===== src/rtl/lsu_mem_master.sv =====
// Load/store master for the MEM stage: word-interface requester with sub-word RMW stores.
// Define LSU_ALIGN_CHECK_EN to report misaligned half/word accesses as errors instead of aligning them down.
module lsu_mem_master #(
  parameter int ADDR_W    = 32,
  parameter int MEM_DEPTH = 256
) (
  input  logic              clk,
  input  logic              rst,
  input  logic              req_valid,
  output logic              req_ready,
  input  logic              req_we,
  input  logic [1:0]        req_size,
  input  logic              req_unsigned,
  input  logic [ADDR_W-1:0] req_addr,
  input  logic [31:0]       req_wdata,
  output logic              resp_valid,
  output logic [31:0]       resp_rdata,
  output logic              resp_err,
  output logic              mem_we,
  output logic [ADDR_W-1:0] mem_addr,
  output logic [31:0]       mem_wd,
  input  logic [31:0]       mem_rd
);

  typedef enum logic [2:0] {IDLE, LOAD, RMW, WRITE, RESP} state_t;

  localparam logic [ADDR_W-2:0] LP_DEPTH = (ADDR_W-1)'(MEM_DEPTH);

  state_t            r_state, w_next;
  logic [1:0]        r_size;
  logic              r_unsigned;
  logic [ADDR_W-1:0] r_addr;
  logic [31:0]       r_wdata;
  logic [31:0]       r_rdata;
  logic              r_err;
  logic [31:0]       r_memWd;

  logic        w_outOfRange, w_misaligned, w_reqErr;
  logic [4:0]  w_shift;
  logic [15:0] w_rdHalf;
  logic [7:0]  w_rdByte;
  logic [31:0] w_loadData, w_mask, w_merged;

  assign w_outOfRange = {1'b0, req_addr[ADDR_W-1:2]} >= LP_DEPTH;
`ifdef LSU_ALIGN_CHECK_EN
  assign w_misaligned = ((req_size == 2'd1) && req_addr[0]) ||
                        ((req_size == 2'd2) && (req_addr[1:0] != 2'b00));
`else
  assign w_misaligned = 1'b0;
`endif
  assign w_reqErr = (req_size == 2'd3) || w_outOfRange || w_misaligned;

  // Lane position of the latched access; halves ignore addr[0] so misalignment aligns down.
  assign w_shift  = (r_size == 2'd0) ? {r_addr[1:0], 3'b000} : {r_addr[1], 4'b0000};
  assign w_rdHalf = 16'(mem_rd >> w_shift);
  assign w_rdByte = w_rdHalf[7:0];
  assign w_mask   = ((r_size == 2'd0) ? 32'h0000_00FF : 32'h0000_FFFF) << w_shift;
  assign w_merged = (mem_rd & ~w_mask) | ((r_wdata << w_shift) & w_mask);

  always_comb begin
    case (r_size)
      2'd0:    w_loadData = {{24{~r_unsigned & w_rdByte[7]}}, w_rdByte};
      2'd1:    w_loadData = {{16{~r_unsigned & w_rdHalf[15]}}, w_rdHalf};
      default: w_loadData = mem_rd;
    endcase
  end

  always_ff @(posedge clk) begin
    if (rst) r_state <= IDLE;
    else     r_state <= w_next;
  end

  always_comb begin
    w_next     = r_state;
    req_ready  = (r_state == IDLE);
    resp_valid = (r_state == RESP);
    mem_we     = (r_state == WRITE) && !rst;
    case (r_state)
      IDLE: begin
        if (req_valid) begin
          if (w_reqErr)               w_next = RESP;
          else if (!req_we)           w_next = LOAD;
          else if (req_size == 2'd2)  w_next = WRITE;
          else                        w_next = RMW;
        end
      end
      LOAD:    w_next = RESP;
      RMW:     w_next = WRITE;
      WRITE:   w_next = RESP;
      RESP:    w_next = IDLE;
      default: w_next = IDLE;
    endcase
  end

  // Request latch and datapath; responses stay stable until the next accept.
  always_ff @(posedge clk) begin
    if (rst) begin
      r_size     <= 2'd0;
      r_unsigned <= 1'b0;
      r_addr     <= '0;
      r_wdata    <= 32'h0;
      r_rdata    <= 32'h0;
      r_err      <= 1'b0;
      r_memWd    <= 32'h0;
    end else begin
      case (r_state)
        IDLE: begin
          if (req_valid) begin
            r_size     <= req_size;
            r_unsigned <= req_unsigned;
            r_addr     <= req_addr;
            r_wdata    <= req_wdata;
            r_rdata    <= 32'h0;
            r_err      <= w_reqErr;
            if (req_we) r_memWd <= req_wdata;
          end
        end
        LOAD:    r_rdata <= w_loadData;
        RMW:     r_memWd <= w_merged;
        default: ;
      endcase
    end
  end

  assign mem_addr   = {r_addr[ADDR_W-1:2], 2'b00};
  assign mem_wd     = r_memWd;
  assign resp_rdata = r_rdata;
  assign resp_err   = r_err;

endmodule


===== config.mk =====
export PLATFORM = sky130hd
export DESIGN_NAME = lsu_mem_master
export DESIGN_NICKNAME = d
export VERILOG_FILES = /design/src/rtl/lsu_mem_master.sv
export SDC_FILE = /design/constraint.sdc
export NUM_CORES = 1
export LEC_CHECK = 0
export ABC_AREA = 1
export BUFFER_PORTS_ARGS = -buffer_cell sky130_fd_sc_hd__buf_2
export CORE_MARGIN = 5
export CORE_UTILIZATION = 35
export DETAILED_ROUTE_END_ITERATION = 7
export PLACE_DENSITY = 0.58
export SYNTH_ARGS = -nofsm -noshare
export SYNTH_HDL_FRONTEND = slang
export SYNTH_SLANG_ARGS = --single-unit

===== constraint.sdc =====
create_clock -name clk -period 2.71 [get_ports clk]
set_input_delay 0.271 -clock clk [delete_from_list [all_inputs] [get_ports clk]]
set_output_delay 0.271 -clock clk [all_outputs]
set_load 0.05 [all_outputs]

-- After elaboration in Yosys (flattened, before gate mapping)
Cells that the tools add are included.
W data, S select, Z words.
- multipliers: 0
- magnitude comparators: 1
- bitwise gates (word level): 7
- divide/modulo/power cells: 0
- add/sub/neg operators: 0
- equality and inequality tests: 9
- reductions and logical operators: 11
- shift-type cells: 3
- mux-type cells: 13
- operators by type and width (operator ; number):
    $pmux W32 S2 ; 3
    $mux W32 ; 3
    $and A32 B32 Y32 ; 2
    $not A32 Y32 ; 1
    $or A32 B32 Y32 ; 1
    $shl A16 B5 Y32 ; 1
    $shl A32 B5 Y32 ; 1
    $shr A32 B5 Y16 ; 1
    $ge A30 B9 Y1 const B ; 1
    $mux W16 ; 1
    $pmux W3 S3 ; 1
    $eq A3 B2 Y1 const B ; 2
    $mux W3 ; 2
    $eq A2 B2 Y1 const B ; 2
    $mux W4 ; 1
    $reduce_and A2 Y1 ; 2
    $reduce_bool A2 Y1 ; 2
    $eq A3 B1 Y1 const B ; 1
    $eq A3 B3 Y1 const B ; 1
    $logic_not A3 Y1 ; 1
    $reduce_and A3 Y1 ; 1
    $and A1 B1 Y1 ; 2
    $eq A2 B1 Y1 const B ; 1
    $logic_not A2 Y1 ; 1
    other kinds (9) ; 9
- RAM bits: 0
- memories: 0
- flip-flop bits (word level): 135
- output and inout bits: 100
- bits in latches: 0
- ROM bits: 0
- word-level logic and storage cells: 52

-- Depth between registers and ports, before layout
- word-level depth: 7
- mapped depth: 12
- depth with buffers taken out: 11

-- Worst setup path before layout
OpenSTA, ideal clock, no wires.
- kind: register to register
- start point: reg r_state[2]
- end point: reg r_addr[23]
- path buffers: 2
- library setup time: 0.116 ns
- data required time: 2.594 ns
- cell stages (with the launch flop): 11
- arrival time: 1.741 ns
- setup slack: 0.853 ns
- path through: dfxtp_1 -> nor2_1 -> inv_2 -> nor2_2 -> inv_2 -> nor2_4 -> inv_2 -> clkbuf_1 -> buf_2 -> nor2_1 -> nor2_1
- word-level cells in the longest chain between the ends: 2
- ends and longest elaborated chain (what ; RTL line ; RTL):
    start, declared ; 29 ; state_t r_state, w_next;
    start signal, assigned ; 70 ; else r_state <= w_next;
    $logic_not A3 Y1 ; - ;
    named net req_ready ; 10 ; output logic req_ready,
    $reduce_and A2 Y1 (no source line) ; - ;
    end signal, assigned ; 111 ; r_addr <= req_addr;
    end, declared ; 32 ; logic [ADDR_W-1:0] r_addr;
The timed path passes the listed nets, and every way through them passes these cells.
A chain may end at the register's enable or synchronous reset.

-- Worst setup path after layout
- start point: reg r_size[1]
- end point: reg r_rdata[5], in the netlist resp_rdata[5]
- word-level cells in the longest chain between the ends: 5
- elaborated cells on any way between the ends: 6
- classes of those cells: eq/ne (1); shift (1); mux (3); reduce/logical (1)
- ends and longest elaborated chain (what ; RTL line ; RTL):
    start, declared ; 30 ; logic [1:0] r_size;
    start signal, assigned ; 109 ; r_size <= req_size;
    $logic_not A2 Y1 ; 54, 61 ;
    $mux W4 ; 54 ; assign w_shift = (r_size == 2'd0) ? {r_addr[1:0], 3'b000} : {r_addr[1], 4'b0000};
    $shr A32 B5 Y16 ; 55 ; assign w_rdHalf = 16'(mem_rd >> w_shift);
    $pmux W32 S2 (*) ; 61 ; case (r_size)
    $pmux W32 S2 (*) ; 106 ; case (r_state)
    end signal, assigned ; 118 ; LOAD: r_rdata <= w_loadData;
    end, declared ; 34 ; logic [31:0] r_rdata;
Mark *: on every way between the ends. The rest lies on a longest branch, timed or not.

==> run summary <==
Initial DRC Count: 526
Seq/Total Area, Yosys: 41.0%
GRT Total Usage: 20.7%
Crit path largest cell delay: 0.33 ns
worst slack at placement: 0.787 ns
drt pass-1 iters: 5
total CTS buffers: 17
simple-gate portion of the synthesized area: 19.1%
Syn Inst Count: 854
TritonCTS clock tree: done
top-area cell type share of the netlist area: 41.0%
peak supply drop: 0.469 mV
Final Util: 44.6%
final instance area: 7320 µm²
via count: 6,145
Max Cap Viol: 0
largest net degree at the start of global routing: 53
Skew-Pair Late Insertion Delay: 0.41 ns
clk root buf: clkbuf_16
CP Launch Type: flip-flop
top cells by area, synth: dfxtp_1 41%, a21oi_1 14%, nand2_1 8.6%, o21ai_0 8.4%, nor2_1 6.9%
worst path buffer plus inverter count: 2
CP required: 3.06 ns
Hold Violations, Final: 0
Pwr Density: 711 nW/µm²
CP delay by family, top: simple AND/OR/NAND/NOR gates
Final setup viols: 0
Routed Antenna Nets: 0
share of cells above drive strength 1: 27.0%
clk slew on worst S/H paths: 0.06 ns
Die Footprint: 19,300 µm²
post-synthesis compound-gate area fraction: 28.1%
Post-Syn Area: 5810 µm²
final setup skew: 0.00705 ns
yosys warns: 0
Final Max Slew Viols: 0
hold_ws: 0.0824 ns
DIE HEIGHT: 139 µm
chip width: 139 µm
Final nets: 1,100
non-filler cells, final: 1,230
starting density of the core: 35.4%
main combinational cell family by area after synthesis: compound AO/OA/AOI/OAI gates
Final WS setup: 0.727 ns
Core Footprint: 16,400 µm²
io pins: 203
number of global-route vias before repair: 5,824
Worst slew margin: 35.2%
num rows: 47
status: complete, no violations
Worst setup EP type: flip-flop
GP Congestion: 0.905
overall power: 5.20 mW
DR vias/cell: 5.00
dpl cell area: 6700 µm²
H-tree depth: 4
CP Cell Sequence: nor2_4 -> nand2_4 -> inv_2 -> nor2_4 -> inv_2 -> nand2_1 -> a21oi_1 -> nand2_1 -> a21oi_1
Post-CTS Repair Setup Buffers: 0
drt drc: 0
clock tree buffer depth: 2
total grt overflow: 0
post-CTS sizing: 0
synthesized area per cell: 6.80 µm²
placed cell count: 1,198
clk sinks: 119
Tcrit/Tclk final: 73.2%
register bit total from synthesis: 119
drt wl/cell: 16.5 µm
Antenna diodes: 0
Hold Path Class: input pin to flip-flop
initial antenna violation count: 0
RSZ-0062 raised after global routing: false
final wirelength: 20,300 µm
Buffers on Ports: 200
cell taking the most area after synthesis: dfxtp_1
Filler cells: 1,775
CP arrival: 2.33 ns
Least-Margin Pin Slew: 0.972 ns
post-synthesis mux area share: 0%
post-synth cell types: 26
cts hold-fix bufs: 0
Setup TNS Final: 0 ns
Area Growth Syn to Fin: 26.1%
Crit Path Category: flip-flop to flip-flop
post-synthesis adder-cell area fraction: 0%
post-route minimum period: 1.98 ns
first-pass GRT wire length: 32,100 µm
DP HPWL: 14,900 µm
xor/xnor share of the synthesized area: 0%
Slowest-stage cell, CP: dfxtp_1
LEAKAGE: 3.47 nW
crit-path max FO: 36
Max Fclk: 504 MHz
## area by class of cell
type / count / area, µm² / area share, %
clock buffer: 23 / 498 / 6.80
clock inverter: 9 / 120 / 1.64
inverter: 55 / 206 / 2.82
multi-input combinational: 592 / 2750 / 37.5
sequential: 119 / 2380 / 32.5
tap: 220 / 275 / 3.76
timing repair buffer: 212 / 1090 / 14.9
## Yosys cell counts
cell,count
clkbuf_1,40
nor2_1,107
nor2_4,5
a21oi_1,167
nand2_4,1
inv_2,9
nand2_1,133
dfxtp_1,119
a31oi_1,1
and2_1,2
o211ai_1,1
conb_1,1
nor3_1,3
and3_1,1
nand3_1,15
buf_4,34
nand2_2,2
buf_2,12
nor2_2,1
inv_1,46
and2_0,1
o21ai_0,97
a21oi_2,9
buf_1,3
nand4_1,1
o21ai_1,43
## report_power, final
group	leakage [nW]	switching [mW]	internal, mW	total, mW
Combinational	2.18	0.702	0.230	0.933
Clock	0.312	0.804	1.56	2.36
Sequential	0.977	0.0555	1.85	1.91
## final timing paths
check	startpoint	endpoint	slack, ns	depth (start not counted)
setup / recovery	r_size[1]	resp_rdata[5]	0.73	9
hold / removal	req_addr[2]	r_addr[2]	0.08	3
setup reg to reg	r_size[1]	resp_rdata[5]	0.73	9
hold reg to reg	r_wdata[10]	r_wdata[10]	0.46	2
## cells by family (layout without fill, tap and decap cells)
logic type             Yosys count  in the layout
AO/OA/AOI/OAI                  318            318
AND/OR/NAND/NOR                272            272
buffers and inverters          144            299
flip-flops                     119            119
other                            1              2
## layout by cell type (no fill, tap or decap), types with 9 or more instances in the layout
master,netlist,layout
buf_2,12,200
inv_1,46,44
buf_4,34,12
a21oi_1,167,167
dfxtp_1,119,119
o21ai_1,43,43
nand3_1,15,15
nand2_1,133,133
a21oi_2,9,9
inv_2,9,11
o21ai_0,97,97
nor2_1,107,106
clkbuf_16,0,17
## tightest hold or removal path, cell delays in order
cell    delay, ns
buf_2        0.07
nor2_1       0.03
nor2_1       0.08
## layer usage
layer	GRT usage [%]	vias up	share of wire [%]
met5	0	-	0
met4	7.47	0	2.2
met3	4.52	33	7.4
met2	30.8	233	44
met1	29.4	2800	46
li1	-	3079	-
## state kept, by name, indices dropped and copies added (netlist names)
| name | cells |
|---|---|
| r_unsigned | 1 |
| r_state | 3 |
| r_wdata | 16 |
| r_size | 2 |
| r_addr | 32 |
| resp_err | 1 |
| mem_wd | 32 |
| resp_rdata | 32 |
No activity file was read; power rests on OpenSTA's default activity.
